## src/rtl/timer_seq_ctrl_pkg.sv

```systemverilog
// Shared timer definitions: sequencer state encoding, command opcodes,
// byte-lane helper.
package timer_seq_ctrl_pkg;

  typedef enum logic [2:0] {
    ST_IDLE,
    ST_WR,
    ST_RD_CAP,
    ST_RD,
    ST_RSP
  } state_e;

  typedef enum logic {
    OP_LOAD = 1'b0,
    OP_READ = 1'b1
  } cmd_op_e;

  // Select byte lane idx (0 = LSB) of a 32-bit word.
  function automatic logic [7:0] byte_sel(input logic [31:0] w, input logic [1:0] idx);
    logic [7:0] b;
    case (idx)
      2'd0:    b = w[7:0];
      2'd1:    b = w[15:8];
      2'd2:    b = w[23:16];
      default: b = w[31:24];
    endcase
    return b;
  endfunction

endpackage

```

## src/rtl/timer_irq_track.sv

```systemverilog
// Timer interrupt tracking: rising-edge detect, sticky pending flag and
// saturating edge counter, all cleared by irq_clear.
module timer_irq_track (
  input  logic       clk,
  input  logic       rst,
  input  logic       tmr_irq,
  input  logic       irq_clear,
  output logic       irq_pending,
  output logic [7:0] irq_count
);

  logic       irq_prev_q, irq_prev_d;
  logic       pending_q, pending_d;
  logic [7:0] count_q, count_d;
  logic       rise;

  // Edge/pending/count update; a rising edge wins over a coincident clear.
  always_comb begin
    rise       = tmr_irq & ~irq_prev_q;
    irq_prev_d = tmr_irq;
    pending_d  = pending_q;
    count_d    = count_q;
    if (irq_clear) begin
      pending_d = 1'b0;
      count_d   = '0;
    end
    if (rise) begin
      pending_d = 1'b1;
      if (irq_clear) begin
        count_d = 8'd1;
      end else if (count_q != 8'hFF) begin
        count_d = count_q + 8'd1;
      end
    end
  end

  // Tracking registers with synchronous active-low reset.
  always_ff @(posedge clk) begin
    if (!rst) begin
      irq_prev_q <= 1'b0;
      pending_q  <= 1'b0;
      count_q    <= '0;
    end else begin
      irq_prev_q <= irq_prev_d;
      pending_q  <= pending_d;
      count_q    <= count_d;
    end
  end

  assign irq_pending = pending_q;
  assign irq_count   = count_q;

endmodule

```

## src/rtl/timer_seq_ctrl.sv

```systemverilog
// Command sequencer for a byte-wide timer: loads a 32-bit compare value as
// four LSB-first write beats, or captures and reads back the 32-bit count.
module timer_seq_ctrl
  import timer_seq_ctrl_pkg::*;
#(
  parameter logic [2:0] WR_ADDR = 3'd0,
  parameter logic [2:0] RD_BASE = 3'd4
) (
  input  logic        clk,
  input  logic        rst,
  input  logic        cmd_valid,
  output logic        cmd_ready,
  input  logic        cmd_op,
  input  logic [31:0] cmd_data,
  output logic        rsp_valid,
  input  logic        rsp_ready,
  output logic [31:0] rsp_data,
  output logic [2:0]  tmr_addr,
  output logic        tmr_write,
  output logic        tmr_read,
  output logic [7:0]  tmr_wdata,
  input  logic [7:0]  tmr_rdata,
  input  logic        tmr_irq,
  output logic        irq_pending,
  input  logic        irq_clear,
  output logic [7:0]  irq_count
);

  state_e      state_q, state_d;
  logic [1:0]  beat_q, beat_d;
  logic [31:0] data_q, data_d;

  // Next-state, datapath and timer-bus outputs; everything is a function of
  // the registered state so the bus is glitch-free relative to the beats.
  always_comb begin
    state_d   = state_q;
    beat_d    = beat_q;
    data_d    = data_q;
    cmd_ready = 1'b0;
    rsp_valid = 1'b0;
    tmr_addr  = '0;
    tmr_write = 1'b0;
    tmr_read  = 1'b0;
    tmr_wdata = '0;
    case (state_q)
      ST_IDLE: begin
        cmd_ready = rst;
        if (cmd_valid && rst) begin
          beat_d = '0;
          if (cmd_op_e'(cmd_op) == OP_READ) begin
            state_d = ST_RD_CAP;
          end else begin
            data_d  = cmd_data;
            state_d = ST_WR;
          end
        end
      end
      ST_WR: begin
        tmr_write = 1'b1;
        tmr_addr  = WR_ADDR;
        tmr_wdata = byte_sel(data_q, beat_q);
        beat_d    = beat_q + 2'd1;
        if (beat_q == 2'd3) state_d = ST_RSP;
      end
      ST_RD_CAP: begin
        tmr_read = 1'b1;
        tmr_addr = RD_BASE;
        state_d  = ST_RD;
      end
      ST_RD: begin
        tmr_addr = RD_BASE + {1'b0, beat_q};
        case (beat_q)
          2'd0:    data_d[7:0]   = tmr_rdata;
          2'd1:    data_d[15:8]  = tmr_rdata;
          2'd2:    data_d[23:16] = tmr_rdata;
          default: data_d[31:24] = tmr_rdata;
        endcase
        beat_d = beat_q + 2'd1;
        if (beat_q == 2'd3) state_d = ST_RSP;
      end
      ST_RSP: begin
        rsp_valid = 1'b1;
        if (rsp_ready) state_d = ST_IDLE;
      end
      default: state_d = ST_IDLE;
    endcase
  end

  // Sequencer registers with synchronous active-low reset.
  always_ff @(posedge clk) begin
    if (!rst) begin
      state_q <= ST_IDLE;
      beat_q  <= '0;
      data_q  <= '0;
    end else begin
      state_q <= state_d;
      beat_q  <= beat_d;
      data_q  <= data_d;
    end
  end

  assign rsp_data = data_q;

  timer_irq_track u_irq (
    .clk         (clk),
    .rst         (rst),
    .tmr_irq     (tmr_irq),
    .irq_clear   (irq_clear),
    .irq_pending (irq_pending),
    .irq_count   (irq_count)
  );

endmodule

```

## config.mk

```make
export PLATFORM = sky130hd
export DESIGN_NAME = timer_seq_ctrl
export DESIGN_NICKNAME = d
export VERILOG_FILES = /design/src/rtl/timer_seq_ctrl_pkg.sv /design/src/rtl/timer_irq_track.sv /design/src/rtl/timer_seq_ctrl.sv
export SDC_FILE = /design/constraint.sdc
export NUM_CORES = 1
export LEC_CHECK = 0
export ABC_AREA = 1
export CAP_MARGIN = 5
export CORE_MARGIN = 4
export CORE_UTILIZATION = 48
export DETAILED_ROUTE_END_ITERATION = 8
export GPL_ROUTABILITY_DRIVEN = 0
export MAX_ROUTING_LAYER = met4
export PLACE_DENSITY = 0.83
export SYNTH_ARGS = -nofsm -noshare
export SYNTH_HDL_FRONTEND = slang
export SYNTH_SLANG_ARGS = --single-unit
```

## constraint.sdc

```tcl
create_clock -name clk -period 3.8 [get_ports clk]
set_input_delay 0.57 -clock clk [delete_from_list [all_inputs] [get_ports clk]]
set_output_delay 0.57 -clock clk [all_outputs]
set_load 0.02 [all_outputs]
```

**Yosys cells after proc, flatten, opt, wreduce, memory -nomap -nowiden**

Index checks and enable logic that the tools add are counted.

- Register bits: 47
- Word-level logic and storage cells: 71

- Muxes and demuxes: 27
- Bitwise operators: 2
- Reduce and logical (&&, ||, !) cells: 14
- Equality and inequality tests: 16
- Add/sub/neg operators: 3

Operators with widths:

| kind | count |
|---|---|
| 8-bit 2-to-1 mux | 9 |
| 32-bit 2-to-1 mux | 2 |
| 32-bit one-hot mux with 2 select lines | 1 |
| 8-bit one-hot mux with 3 select lines | 1 |
| 4-bit AND reduction | 4 |
| 3-bit one-hot mux with 4 select lines | 1 |
| 3-bit 2-to-1 mux | 3 |
| 8-bit by 1-bit adder with 8-bit output, second input constant | 1 |
| 2-bit by 1-bit != test with 1-bit output, second input constant | 4 |
| 2-bit != test, second input constant | 4 |
| 8-bit != test, second input constant | 1 |
| 3-bit by 2-bit equality test with 1-bit output, second input constant | 2 |
| 1-bit 2-to-1 mux | 6 |
| 3-bit one-hot mux with 2 select lines | 1 |
| 2-bit nonzero test | 3 |
| 2-bit equality test, second input constant | 2 |
| 2-bit 2-to-1 mux | 2 |
| 2-bit one-hot mux with 2 select lines | 1 |
| 3-bit by 2-bit adder with 3-bit output, first input constant | 1 |
| 3-bit by 1-bit equality test with 1-bit output, second input constant | 1 |
| 3-bit equality test, second input constant | 1 |
| 3-bit logical NOT | 1 |
| 3-bit AND reduction | 1 |
| 3-bit OR reduction | 1 |
| 8 further kinds | 8 |

**Logic depth before layout (Yosys ltp)**

- Depth in word-level cells: 4
- Mapped depth: 11

**Modules after synthesis**

A second synthesis with hierarchy kept.

- Cells, all modules: 475
- Area total of the unflattened synthesis: 2874.0 um2

Modules (own cells, without submodules):

| module | times used | cells each | area each (um2) | sequential area each (um2) |
|---|---|---|---|---|
| timer_seq_ctrl | 1 | 394 | 2293.4 | 740.7 |
| timer_irq_track | 1 | 81 | 580.6 | 200.2 |

**Worst setup path before layout**

OpenSTA, ideal clock, no wires.

- Kind: reg2out
- Start point: reg state_q[0]
- End point: out tmr_wdata[0]
- Cell stages (with the launch flop): 7
- Path buffers: 0
- Arrival: 1721 ps
- Path slack: 1509 ps
- Cells stage by stage: dfxtp_1 > inv_1 > nor2_1 > inv_1 > nor2_1 > o21ai_0 > a31oi_1

- Word-level cells in the longest chain between the ends: 2

RTL lines:

| what | line | source |
|---|---|---|
| from (decl) | timer_seq_ctrl.sv:29 | `state_e state_q, state_d;` |
| from (signal assigned) | timer_seq_ctrl.sv:96 | `state_q <= state_d;` |
| 3-bit by 1-bit equality test with 1-bit output | timer_seq_ctrl.sv:45 | `case (state_q)` |
| 8-bit 2-to-1 mux | timer_seq_ctrl.sv:45 |  |
| to (decl) | timer_seq_ctrl.sv:21 | `output logic [7:0] tmr_wdata,` |

No other way between the ends.

**Worst setup path in the final report**

- Start point: reg state_q[0]
- End point: out tmr_wdata[6]

The elaborated chain is that of the path after synthesis.

==> out/qor.yml <==
final_nets: 625
rows: 27
finalSetupViolCount: 0
ys_dominant_reg_cell: "dfxtp_1"
final_cells: 645
hpwl_um: 6420
drt_iter0_markers: 198
synthAdderAreaFrac_pct: 2.68
postRouteAntennaNets: 0
dr.pass1.iters: 5
drive_gt1_share_pct: 3.32
antenna_found_initial: 0
grt_overflow_total: 0
power_density_nw_per_um2: 548
irDropWorstVdd_mv: 0.294
ys_ff_latch: 47
drc: 0
fillCellCount: 503
wl_per_cell_um: 13.3
grt_pass1_vias: 2897
critPathLaunchType: "flip-flop"
synth_edf_count: 0
die_h_um: 84.3
tns_ns: 0
reg2reg_slack_ns: 1.86
cts_resized: 0
clock_skew_ns: 0.00719
initial_core_util_pct: 50.2
maxSlewViolCount: 0
syn_area_um2: 2800
route.detailed.vias_per_inst: 5.02
power_leakage_nw: 1.89
die_w_um: 84.3
ios: 103
min_period_ns: 3.31
synth_cells: 478
syn-num-nets: 531
synthDistinctLibCells: 27
synth-compound-area-share_pct: 8.59
crit_type: "reg2out"
fin_crit_sh_pct: 87.1
outcome: "finished clean"
postCtsSetupRepairBufs: 0
synth-simple-area-share_pct: 43.7
finalWirelength_um: 8560
grt_usage_pct: 24.3
tightest_slew_ns: 0.708
synth_top_area_share_pct: 33.6
core_um2: 5570
worst_setup_path_end_kind: "output pin"
num_vias: 3240
yosysWarnings: 0
synthTopCellsByArea: "dfxtp_1, nand2_1, nor2_1"
cts_hold_buf: 0
fin_total_pwr_mw: 2.14
synth_area_leader_cell: "dfxtp_1"
cts_made_buffers: 5
relSlewSlack_pct: 52.6
htree_levels: 2
tritoncts: "yes"
grt_max_degree: 37
dieArea_um2: 7110
synth_xor_area_share_pct: 0
clockBufferDepth: 2
synth_area_per_cell_um2: 5.85
hp-class: "reg2reg"
crit_arrival_ns: 2.74
clk_pin_slew_ns: 0.09
synth_top_family_by_area: "simple AND/OR/NAND/NOR gates"
synth-async-reset-ratio_pct: 0
port_buffers: 102
diodes: 0
ys_seq_area_share_pct: 33.6
rsz0062_at_grt: "no"
cts_sinks: 47
synth_mux_area_share_pct: 0
dp_cells: 637
critPathRequiredTime_ns: 3.23
area_growth_pct: 39.7
grt_pass1_wl_um: 13600
clkLatencyLatePin_ns: 0.31
final-hold-violation-count: 0
max_cap_viol_count: 0
cp_max_fo: 9
timing.fmax_mhz: 302
cts_root_buf: "clkbuf_8"
==> routing by layer <==
| layer | part of all wire, % | vias to the layer above | global-route usage, % |
|---|---|---|---|
| met4 | 2.4 | 0 | 8.04 |
| met3 | 6.8 | 22 | 4.32 |
| met5 | 0 | - | - |
| met1 | 43 | 1439 | 29.7 |
| met2 | 47 | 140 | 40.5 |
| li1 | - | 1639 | - |
==> synth_stat cells, types with 2 or more instances <==
cell        n
inv_1      57
buf_4       2
nor2_1     82
nor2_2      2
a31oi_1     8
nand3_1    16
nor2_4      3
ha_1        6
nand2_1   196
buf_2       5
o21ai_0    14
dfxtp_1    47
clkbuf_1    6
a21oi_1    18
nand4_1     2
buf_6       3
==> kinds of logic (layout without fill, tap and decap cells) <==
logic type,after synthesis,after routing
AND/OR/NAND/NOR,306,306
buffers and inverters,75,170
flip-flops,47,47
AO/OA/AOI/OAI,44,44
adder cells (fa/ha/maj),6,6
==> area by class of cell <==
| cell class | instances | area (µm²) | area share [%] |
|---|---|---|---|
| Clock buffer | 5 | 68.8 | 1.76 |
| Timing Repair Buffer | 104 | 1040 | 26.5 |
| Tap cell | 72 | 90.1 | 2.31 |
| Inverter | 58 | 218 | 5.57 |
| Multi-Input combinational cell | 356 | 1540 | 39.4 |
| Sequential cell | 47 | 941 | 24.1 |
| Clock inverter | 3 | 15.0 | 0.384 |
==> flip-flops by register name, summed over array words and instances (netlist names) <==
signal and flops:
u_irq.irq_pending 1, u_irq.irq_prev_q 1, state_q 3, rsp_data 32, beat_q 2, u_irq.irq_count 8
==> stage by stage <==
stage | worst slack [ns] | hold slack [ns] | cell area (µm²) | util [%]
after floorplan | 1.51 | 0.487 | 2800 | -
after global placement | 0.961 | 0.441 | 3820 | 68.6
after detailed placement | 0.907 | 0.457 | 3820 | 68.6
after CTS | 0.564 | 0.480 | 3910 | 70.1
after global routing | 0.356 | 0.524 | 3910 | 70.1
final | 0.492 | 0.476 | 3910 | 70.1
==> cells in the final DEF (no fill, tap or decap), types with 2 or more instances in the layout <==
cell             synthesis  routed
nor2_4                   3       3
o21ai_0                 14      14
clkbuf_8                 0       5
ha_1                     6       6
a31oi_1                  8       8
nand4_1                  2       2
nor2_1                  82      82
dfxtp_1                 47      47
nand2_1                196     196
nand3_1                 16      16
inv_1                   57      57
clkdlybuf4s50_1          0     102
clkinv_2                 0       3
buf_4                    2       2
nor2_2                   2       2
a21oi_1                 18      18
==> final timing paths <==
kind | startpoint | endpoint | cells after the start
max | state_q[0] | tmr_wdata[6] | 7
min | u_irq.irq_pending | u_irq.irq_pending | 2
max reg2reg | beat_q[1] | rsp_data[31] | 7
min reg2reg | u_irq.irq_pending | u_irq.irq_pending | 2
==> worst max-delay path, cell delays in order (launching register included) <==
cell	delay (ns)
dfxtp_1	0.43
inv_1	0.08
nor2_1	0.17
inv_1	0.11
nor2_1	0.56
o21ai_0	0.22
a31oi_1	0.22
clkdlybuf4s50_1	0.64
==> where the power goes <==
group	switching, mW	leakage [nW]	internal (mW)	total, mW
registers	0.122	0.385	0.625	0.747
clock network	0.173	0.0477	0.126	0.299
logic	0.641	1.46	0.451	1.09
total	0.936	1.89	1.20	2.14
Note: power is estimated with default switching activity, not from simulation.
